File: config.mk
export PLATFORM = sky130hd
export DESIGN_NAME = encoder4_2_seq_flat
export DESIGN_NICKNAME = d
export VERILOG_FILES = /design/src/rtl/encoder4_2_seq_pkg.sv /design/src/rtl/encoder4_2_seq_if.sv /design/src/rtl/encoder4_2_seq_prio_pick4.sv /design/src/rtl/encoder4_2_seq.sv /design/src/flat_wrapper.sv
export SDC_FILE = /design/constraint.sdc
export NUM_CORES = 1
export LEC_CHECK = 0
export ABC_AREA = 1
export BUFFER_PORTS_ARGS = -buffer_cell sky130_fd_sc_hd__buf_2
export CORE_AREA = 2 2 39 41
export CTS_CLUSTER_DIAMETER = 100
export CTS_CLUSTER_SIZE = 40
export DETAILED_ROUTE_END_ITERATION = 7
export DIE_AREA = 0 0 41 43
export PLACE_DENSITY = 0.67
export SETUP_SLACK_MARGIN = 0.5
export SLEW_MARGIN = 20
export SYNTH_ARGS = -nofsm -noshare
export SYNTH_HDL_FRONTEND = slang
export SYNTH_HIERARCHICAL = 1
export SYNTH_SLANG_ARGS = --single-unit
File: constraint.sdc
create_clock -name clk -period 4.2 [get_ports clk]
set_input_delay 0.84 -clock clk [delete_from_list [all_inputs] [get_ports clk]]
set_output_delay 0.84 -clock clk [all_outputs]
set_load 0.01 [all_outputs]
File: src/rtl/encoder4_2_seq_pkg.sv
// Shared types and constants for the 4-to-2 request encoder.
package enc4_pkg;

  localparam int NUM_LINES = 4;
  localparam int CODE_W    = 2;

  typedef logic [CODE_W-1:0]    code_t;
  typedef logic [NUM_LINES-1:0] mask_t;

  localparam code_t RST_CODE = 2'b00;

  function automatic mask_t onehot_of(input code_t code);
    mask_t m;
    m       = '0;
    m[code] = 1'b1;
    return m;
  endfunction

endpackage

File: src/rtl/encoder4_2_seq_if.sv
// Request/code bus of encoder4_2_seq; master is the encoder, slave the requester/consumer.
interface encoder4_2_seq_if;
  import enc4_pkg::*;

  mask_t In;
  code_t Out;
  logic  out_valid;
  logic  out_ready;
  mask_t pending;
  logic  overflow;

  modport master (
    input  In,
    input  out_ready,
    output Out,
    output out_valid,
    output pending,
    output overflow
  );

  modport slave (
    output In,
    output out_ready,
    input  Out,
    input  out_valid,
    input  pending,
    input  overflow
  );

endinterface

File: src/rtl/encoder4_2_seq_prio_pick4.sv
// Combinational 4-way priority pick starting at a given index.
// ROUND_ROBIN_EN selects an upward search; otherwise the search runs downward.
module prio_pick4
  import enc4_pkg::*;
(
  input  mask_t mask,
  input  code_t start,
  output code_t idx,
  output logic  any
);

  code_t                cand [NUM_LINES];
  logic [NUM_LINES-1:0] hit;

  genvar gi;
  generate
    for (gi = 0; gi < NUM_LINES; gi++) begin : g_cand
`ifdef ROUND_ROBIN_EN
      assign cand[gi] = start + code_t'(gi);
`else
      assign cand[gi] = start - code_t'(gi);
`endif
      assign hit[gi] = mask[cand[gi]];
    end
  endgenerate

  // Walk from the farthest candidate back so the nearest hit wins.
  always_comb begin
    idx = start;
    for (int k = NUM_LINES - 1; k >= 0; k--) begin
      if (hit[k]) idx = cand[k];
    end
  end

  assign any = |mask;

endmodule

File: src/rtl/encoder4_2_seq.sv
// Registered 4-to-2 request encoder with sticky pending requests and valid/ready output.
// Define ROUND_ROBIN_EN for rotating priority; default is fixed priority, line 3 highest.
module encoder4_2_seq
  import enc4_pkg::*;
(
  input logic              clk,
  input logic              rst,
  encoder4_2_seq_if.master bus
);

  mask_t pending_reg;
  code_t out_reg;
  logic  out_valid_reg;
  logic  overflow_reg;

  mask_t merged;
  logic  load_en;
  code_t start;
  code_t pick_idx;
  logic  pick_any;

  assign merged  = pending_reg | bus.In;
  assign load_en = ~out_valid_reg | bus.out_ready;

`ifdef ROUND_ROBIN_EN
  code_t ptr_reg;
  assign start = ptr_reg + 2'd1;
`else
  assign start = code_t'(NUM_LINES - 1);
`endif

  prio_pick4 u_pick (
    .mask  (merged),
    .start (start),
    .idx   (pick_idx),
    .any   (pick_any)
  );

  always_ff @(posedge clk) begin
    if (rst) begin
      pending_reg   <= '0;
      out_reg       <= RST_CODE;
      out_valid_reg <= 1'b0;
      overflow_reg  <= 1'b0;
`ifdef ROUND_ROBIN_EN
      ptr_reg       <= 2'd3;
`endif
    end else begin
      // A repeat on a still-pending line collapses into the existing request.
      overflow_reg <= |(bus.In & pending_reg);
      if (load_en) begin
        if (pick_any) begin
          out_reg       <= pick_idx;
          out_valid_reg <= 1'b1;
          pending_reg   <= merged & ~onehot_of(pick_idx);
`ifdef ROUND_ROBIN_EN
          ptr_reg       <= pick_idx;
`endif
        end else begin
          out_valid_reg <= 1'b0;
          pending_reg   <= '0;
        end
      end else begin
        pending_reg <= merged;
      end
    end
  end

  assign bus.Out       = out_reg;
  assign bus.out_valid = out_valid_reg;
  assign bus.pending   = pending_reg;
  assign bus.overflow  = overflow_reg;

endmodule

File: src/flat_wrapper.sv
// flat-port wrapper written by rule: the top's interface ports become plain ports
module encoder4_2_seq_flat import enc4_pkg::*;
  (clk, rst, bus_In, bus_out_ready, bus_Out, bus_out_valid, bus_pending, bus_overflow);
  encoder4_2_seq_if bus_i ();
  input logic clk;
  input logic rst;
  input wire logic [$bits(bus_i.In)-1:0] bus_In;
  input wire logic [$bits(bus_i.out_ready)-1:0] bus_out_ready;
  output wire logic [$bits(bus_i.Out)-1:0] bus_Out;
  output wire logic [$bits(bus_i.out_valid)-1:0] bus_out_valid;
  output wire logic [$bits(bus_i.pending)-1:0] bus_pending;
  output wire logic [$bits(bus_i.overflow)-1:0] bus_overflow;
  assign bus_i.In = bus_In;
  assign bus_i.out_ready = bus_out_ready;
  assign bus_Out = bus_i.Out;
  assign bus_out_valid = bus_i.out_valid;
  assign bus_pending = bus_i.pending;
  assign bus_overflow = bus_i.overflow;
  encoder4_2_seq u_core (.clk(clk), .rst(rst), .bus(bus_i));
endmodule
==> results.rst, run 1 <==
.. list-table::
   :header-rows: 1

   * - Metric
     - Value
   * - Cell type with the highest occurrence count on the critical path
     - sky130_fd_sc_hd__nand2_1
   * - Number of nets with antenna violations after detailed routing
     - 0
   * - Layout cell share with drive strength beyond 1
     - 0.208
   * - Cell Chain, Critical Path
     - buf_2 > or2_1 > inv_2 > nand2_1 > nand3_1 > nand2_1 > inv_1 > nand2_1 > nand2_1 > nand2_1 > nand2_1 > nand2_1 > nor2_1 > nand2_1 > nand2_1 > nor2_1
   * - Buffer type at the clock tree root
     - sky130_fd_sc_hd__clkbuf_4
   * - Ports placed on the boundary
     - 15
   * - MaxCap Viol Count
     - 0
   * - Final Hold Violating Endpoints
     - 0
   * - Non-filler cells, final
     - about 140
   * - DRC violation count after routing
     - 0
   * - Cell area after synthesis
     - 576 sq um
   * - Detailed Routing Iterations Pass 1
     - 2
   * - Proportion of synthesized chip area in sequential cells
     - 0.278
   * - Int Pwr
     - 0.000144 W
   * - Comb power frac
     - 0.332
   * - Most frequent cell after synthesis
     - sky130_fd_sc_hd__nand2_1
   * - Share of Yosys cell area claimed by the top area cell type
     - 0.293
   * - Synth area leader
     - sky130_fd_sc_hd__nand2_1
   * - Period utilization
     - 0.466
   * - Initial cell density of the core
     - 0.416
   * - Total setup buffers inserted after CTS
     - 0
   * - Final total power
     - between 0.0002 and 0.00025 W
   * - Standby leakage power
     - roughly 0.46 nW
   * - Library cell contributing the largest single delay on the critical path
     - sky130_fd_sc_hd__or2_1
   * - Area of the die
     - 1760 sq um
   * - Maximum fanout count along the critical path
     - 4
   * - Post-placement cell area
     - 677 sq um
   * - CP Launch Type
     - input port
   * - Final nets
     - approximately 130
   * - Post-route design area
     - between 600 and 700 sq um
   * - Switching share of power
     - 0.336
   * - Worst voltage drop across the vdd grid
     - 0.167 mV
   * - Post-route setup TNS
     - 0 ns
   * - Final Max Slew Viols
     - 0
   * - Global route total overflow
     - 0
   * - Number of antenna violations at the first check in global routing
     - 0
   * - Number of distinct library cells after synthesis
     - 15
   * - Drt first-iter violations
     - 4
   * - Clock transition at the registers of the reported paths
     - 0.05 ns
   * - Last weighted congestion value of the routability-driven placer
     - 0.824
   * - Unrepaired setup endpoints after global routing
     - false
   * - Sum of net half-perimeters after detailed placement
     - 922 um
   * - Family with the most delay on the worst path
     - simple AND/OR/NAND/NOR gates
   * - Number of synthesized register bits
     - 8
   * - DP Cell Count
     - about 140
   * - Max FFs per register
     - 4
   * - Number of enable-type register cells in the synthesized netlist
     - 0
   * - Count of standard-cell rows
     - 14
   * - Leading cell types by total area after synthesis
     - sky130_fd_sc_hd__nand2_1 (29%), sky130_fd_sc_hd__dfxtp_1 (28%), sky130_fd_sc_hd__nand3_1 (8.7%)
   * - Worst Setup End Kind
     - register
   * - Die Wd
     - 41 um
   * - Net switching component of the power
     - roughly 0.000073 W
   * - Minimum clock period after layout
     - 1.96 ns
   * - Die span in y
     - 43 um
   * - Via count of the first global-routing pass
     - 533
   * - Number of resized instances in the post-cts repair step
     - 0
   * - Async set or reset register ratio after synthesis
     - 0
   * - Crit path buf inv count
     - 3
   * - ANT cells
     - 0
   * - Required time of the critical path
     - 4.34 ns
   * - Post-cts hold buffer count
     - 0
   * - Setup violators final
     - 0
   * - Core Region
     - between 1000 and 1500 sq um
   * - Wire length of the first global-routing pass
     - about 2000 um
   * - Status
     - completed
   * - Average size of a mapped cell
     - around 5.6 sq um
   * - Crit path arrival time
     - 2.10 ns
   * - Pwr Density
     - 310 nW/um^2
   * - Maximum clock frequency
     - 511 MHz
   * - Wire length per cell after detailed routing
     - 7.97 um
   * - H-tree Lvls
     - 1
   * - I/O Buffers
     - 14
   * - Clock latency reported for the late side of the worst-skew pair
     - 0.25 ns
   * - Post-synthesis instance total
     - slightly above 100
   * - Setup clock skew after layout
     - 0.00170 ns
   * - Power share of the sequential group
     - 0.406
   * - Primary flip-flop cell chosen by synthesis mapping
     - sky130_fd_sc_hd__dfxtp_1
   * - CTS buffer count
     - 3
   * - Setup CP Type
     - input port to register
   * - Type of the most critical hold path
     - register to register
   * - Share of power burned in the clock network
     - 0.262
   * - Synth Warn #
     - 6
   * - TritonCTS clock tree
     - yes
   * - TritonCTS Sinks
     - 8
   * - Sum of routed wire length over all layers
     - roughly 1100 um
   * - GRT Util Overall
     - 0.157
   * - Largest net degree at the start of global routing
     - 10
   * - Largest buffer count on any clock path
     - 2
   * - Post-synth top cells
     - sky130_fd_sc_hd__nand2_1 (45), sky130_fd_sc_hd__nor2_1 (11), sky130_fd_sc_hd__inv_1 (10), sky130_fd_sc_hd__nand3_1 (10), sky130_fd_sc_hd__dfxtp_1 (8)
   * - Number of vias in the routed layout
     - 608
   * - Ratio of routed vias to standard cells
     - 4.31
   * - Largest incremental delay on the critical path
     - 0.23 ns
   * - Synth-to-Final Area Change
     - 21.5%
   * - Post-layout util
     - 0.505
cells in the final DEF, fill, tap and decap left out:
| master | n |
|---|---|
| sky130_fd_sc_hd__inv_4 | 1 |
| sky130_fd_sc_hd__buf_2 | 14 |
| sky130_fd_sc_hd__inv_1 | 10 |
| sky130_fd_sc_hd__clkbuf_4 | 3 |
| sky130_fd_sc_hd__dfxtp_1 | 8 |
| sky130_fd_sc_hd__nand4_1 | 1 |
| sky130_fd_sc_hd__nor2_1 | 11 |
| sky130_fd_sc_hd__a21oi_1 | 2 |
| sky130_fd_sc_hd__inv_2 | 4 |
| sky130_fd_sc_hd__or2_1 | 4 |
| sky130_fd_sc_hd__nand2_4 | 2 |
| sky130_fd_sc_hd__conb_1 | 7 |
| sky130_fd_sc_hd__nand3_1 | 10 |
| sky130_fd_sc_hd__nand2_2 | 2 |
| sky130_fd_sc_hd__o21ai_1 | 1 |
| sky130_fd_sc_hd__nand2_1 | 45 |
power groups by stage:
| stage | sequential [W] | clock (W) | combinational [W] |
|---|---|---|---|
| 4_1_cts | 0.0000882 | 0.0000594 | 0.0000713 |
| 3_5_place_dp | 0.0000897 | 0 | 0.0000708 |
| 2_1_floorplan | 0.0000938 | 0 | 0.0000502 |
| 6_report | 0.0000881 | 0.0000568 | 0.0000722 |
| 5_1_grt | 0.0000888 | 0.0000627 | 0.0000839 |
| 3_3_place_gp | 0.0000895 | 0 | 0.0000710 |
stage by stage:
stage	worst slack [ns]	hold slack, ns
floorplan	2.24	0.520
global placement	1.99	0.459
detailed placement	1.99	0.466
CTS	2.25	0.480
global route	2.05	0.508
finish	2.24	0.474
layout make-up:
cell class,count,area (sq um)
fillers,165,684
well taps,16,20.0
repair buffers,14,70.1
inverters,15,58.8
flip-flops and latches,8,160
clock buffers,3,22.5
multi-input cells,85,368
logic make-up (layout without fill, tap and decap cells):
| family | after synthesis | after routing | share of synthesized area |
|---|---|---|---|
| other | 1 | 7 | 0.00652 |
| buffers and inverters | 16 | 32 | 0.122 |
| flip-flops | 8 | 8 | 0.278 |
| AO/OA/AOI/OAI | 3 | 3 | 0.0261 |
| AND/OR/NAND/NOR | 75 | 75 | 0.567 |
tightest hold or removal path: stages (launching register included):
cell	delay, ns
sky130_fd_sc_hd__dfxtp_1	0.32
sky130_fd_sc_hd__a21oi_1	0.04
sky130_fd_sc_hd__nor2_1	0.08
path summary, 6_finish.rpt:
path | from | endpoint | slack [ns] | depth (start not counted)
hold reg to reg | u_core/bus.Out[0] | u_core/bus.Out[0] | 0.47 | 2
hold / removal | u_core/bus.Out[0] | u_core/bus.Out[0] | 0.47 | 2
setup reg to reg | u_core/bus.pending[1] | u_core/bus.pending[0] | 2.61 | 15
setup / recovery | bus_In[1] | u_core/bus.pending[0] | 2.24 | 16
per-layer routing:
metal  GRT usage  share of wire  vias up
met5           0              0        -
met4      0.0800              0        0
met3      0.0157          0.023        0
met2       0.238           0.48        7
met1       0.211           0.49      252
li1            -              -      349
No activity file was read; power rests on OpenSTA's default activity.
==> inputs of run 2 (changes only) <==
Clock period 4.2 ns to 2 ns, I/O delays scaled along.
==> run 2 against run 1 <==
  * Sequential power increased by 110%
  * Critical path type is now register to register
  * Combinational power increased to 2.8 times the previous value
  * Die area unchanged
  * Via count increased by 9.2%
==> results.rst, run 2 (synthesis gave the netlist of run 1 again) <==
.. list-table::
   :header-rows: 1

   * - Metric
     - Value
   * - Wire length per cell after detailed routing
     - 8.88 um
   * - Layout filler cell count
     - 150
   * - Initial cell density of the core
     - 0.416
   * - Die span in y
     - 43 um
   * - Seq. cell area
     - 164 sq um
   * - Worst hold path cell count
     - 2
   * - Crit path buf inv count
     - 3
   * - Synth-to-Final Area Change
     - 42.8%
   * - Post-route design area
     - between 800 and 900 sq um
   * - Core Region
     - 1380 sq um
   * - Status
     - completed
   * - Worst voltage drop across the vdd grid
     - 0.429 mV
   * - Sum of net half-perimeters after detailed placement
     - 905 um
   * - Count of standard-cell rows
     - 14
   * - Last weighted congestion value of the routability-driven placer
     - 0.757
   * - Maximum fanout count along the critical path
     - 4
   * - Pwr Density
     - approximately 620 nW/um^2
   * - I/O Buffers
     - 14
   * - Leading cell type in the layout, fill and taps excluded
     - sky130_fd_sc_hd__nand2_1
   * - Global route total overflow
     - 0
   * - GRT Util Overall
     - 0.177
   * - Type of the most critical hold path
     - input port to register
   * - Setup clock skew after layout
     - between 0.0009 and 0.001 ns
   * - Max FFs per register
     - 4
   * - TritonCTS Sinks
     - 8
   * - H-tree Lvls
     - 1
   * - Clock transition at the registers of the reported paths
     - approximately 0.050 ns
   * - Ratio of routed vias to standard cells
     - around 4.5
   * - Worst Setup End Kind
     - register
   * - Sum of routed wire length over all layers
     - 1320 um
   * - Post-placement cell area
     - 679 sq um
   * - Setup CP Type
     - register to register
   * - Final nets
     - 142
   * - Post-route setup TNS
     - 0 ns
   * - Layout cell share with drive strength beyond 1
     - 0.429
   * - Die Wd
     - 41 um
   * - Crit path arrival time
     - 1.69 ns
   * - Number of vias in the routed layout
     - between 600 and 700
   * - ANT cells
     - 0
   * - Largest incremental delay on the critical path
     - 0.32 ns
   * - Area of the die
     - 1760 sq um
   * - Largest buffer count on any clock path
     - 2
   * - Setup violators final
     - 0
   * - Multi-input combinational cell area
     - 427 sq um
   * - Standby leakage power
     - approximately 0.51 nW
   * - Maximum clock frequency
     - 644 MHz
   * - Drt first-iter violations
     - 7
   * - Number of nets with antenna violations after detailed routing
     - 0
   * - Wire length of the first global-routing pass
     - between 2000 and 2500 um
   * - Top library cells by usage in the layout, fill and taps aside
     - sky130_fd_sc_hd__nand2_1 (38), sky130_fd_sc_hd__buf_2 (14), sky130_fd_sc_hd__nand2_2 (8), sky130_fd_sc_hd__nor2_1 (8), sky130_fd_sc_hd__buf_4 (8)
   * - DRC violation count after routing
     - 0
   * - Required time of the critical path
     - 2.14 ns
   * - Minimum clock period after layout
     - 1.55 ns
   * - Worst Reg2Reg Path Length in Cells
     - 15
   * - Crit Reg-Reg Endpoint
     - u_core/bus.Out[0]
   * - Post-cts hold buffer count
     - 0
   * - Ports placed on the boundary
     - 15
   * - Buffer type at the clock tree root
     - sky130_fd_sc_hd__clkbuf_4
   * - Library cell contributing the largest single delay on the critical path
     - sky130_fd_sc_hd__dfxtp_2
   * - Clock latency reported for the late side of the worst-skew pair
     - 0.24 ns
   * - Number of antenna violations at the first check in global routing
     - 0
   * - Final Max Slew Viols
     - 0
   * - Detailed Routing Iterations Pass 1
     - 2
   * - CTS buffer count
     - 3
   * - Cell type with the highest occurrence count on the critical path
     - sky130_fd_sc_hd__nand2_1
   * - Final total power
     - 0.000510 W
   * - Reg-to-reg setup timing slack
     - 0.45 ns
   * - Hold EP
     - u_core/bus.overflow
   * - Unrepaired setup endpoints after global routing
     - true
   * - Crit Reg-Reg Startpoint
     - u_core/bus.pending[1]
   * - Period utilization
     - 0.776
   * - Launch instance of the worst min-delay path
     - rst
   * - CP Launch Type
     - register
   * - Via count of the first global-routing pass
     - 555
   * - Family with the most delay on the worst path
     - simple AND/OR/NAND/NOR gates
   * - MaxCap Viol Count
     - 0
   * - Cell Chain, Critical Path
     - or2_1 > inv_2 > nand2_2 > nand3_2 > nand2_1 > inv_1 > nand2_1 > nand2_1 > nand2_1 > nand2_1 > nand2_2 > inv_2 > nand3_1 > nand2_1 > nor2_1
   * - TritonCTS clock tree
     - yes
   * - Final Hold Violating Endpoints
     - 0
   * - Largest net degree at the start of global routing
     - 10
## run 2: how the worst max path moves through the flow
stage               slack, ns                  start                     to  depth (start not counted)
floorplan                0.52              bus_In[1]      u_core/bus.Out[0]                         15
global placement         0.28              bus_In[3]  u_core/bus.pending[2]                         14
detailed placement       0.27              bus_In[1]  u_core/bus.pending[2]                         16
CTS                      0.50  u_core/bus.pending[1]  u_core/bus.pending[2]                         15
global route             0.30  u_core/bus.pending[1]  u_core/bus.pending[0]                         15
finish                   0.45  u_core/bus.pending[1]      u_core/bus.Out[0]                         15
## run 2: routing by layer
| metal | track usage | wire [um] |
|---|---|---|
| met5 | 0 | 0 |
| met4 | 0.0600 | 12 |
| met3 | 0.0157 | 31 |
| met2 | 0.297 | 700 |
| met1 | 0.225 | 579 |
## run 2: layout make-up
| cell class | instances | area share |
|---|---|---|
| clock buffer | 3 | 0.0274 |
| inverter | 15 | 0.0715 |
| multi-input combinational | 85 | 0.519 |
| sequential | 8 | 0.199 |
| tap | 16 | 0.0244 |
| timing repair buffer | 22 | 0.158 |
## run 2: power breakdown
part	switching [W]	internal, W	leakage, nW	total (W)
Sequential	0.00000863	0.000178	0.0675	0.000186
Clock	0.0000505	0.0000684	0.0138	0.000119
Combinational	0.000117	0.0000871	0.430	0.000204
## run 2: per-stage QoR
step | std cells | setup WS, ns | hold slack (ns) | util
final | 149 | 0.448 | 0.325 | 0.594
after global placement | 138 | 0.282 | 0.467 | 0.491
after CTS | 146 | 0.495 | 0.319 | 0.552
after detailed placement | 138 | 0.267 | 0.466 | 0.491
after global routing | 149 | 0.301 | 0.323 | 0.594
after floorplan | 109 | 0.516 | 0.472 | -
## run 2: what timing repair did
| action | in CTS | in global routing |
|---|---|---|
| pin swaps | 11 | 10 |
| endpoints found under the setup margin | 4 | 6 |
| gates resized for setup | 9 | 14 |
| buffers inserted | 5 | 3 |
| gates cloned | 0 | 0 |
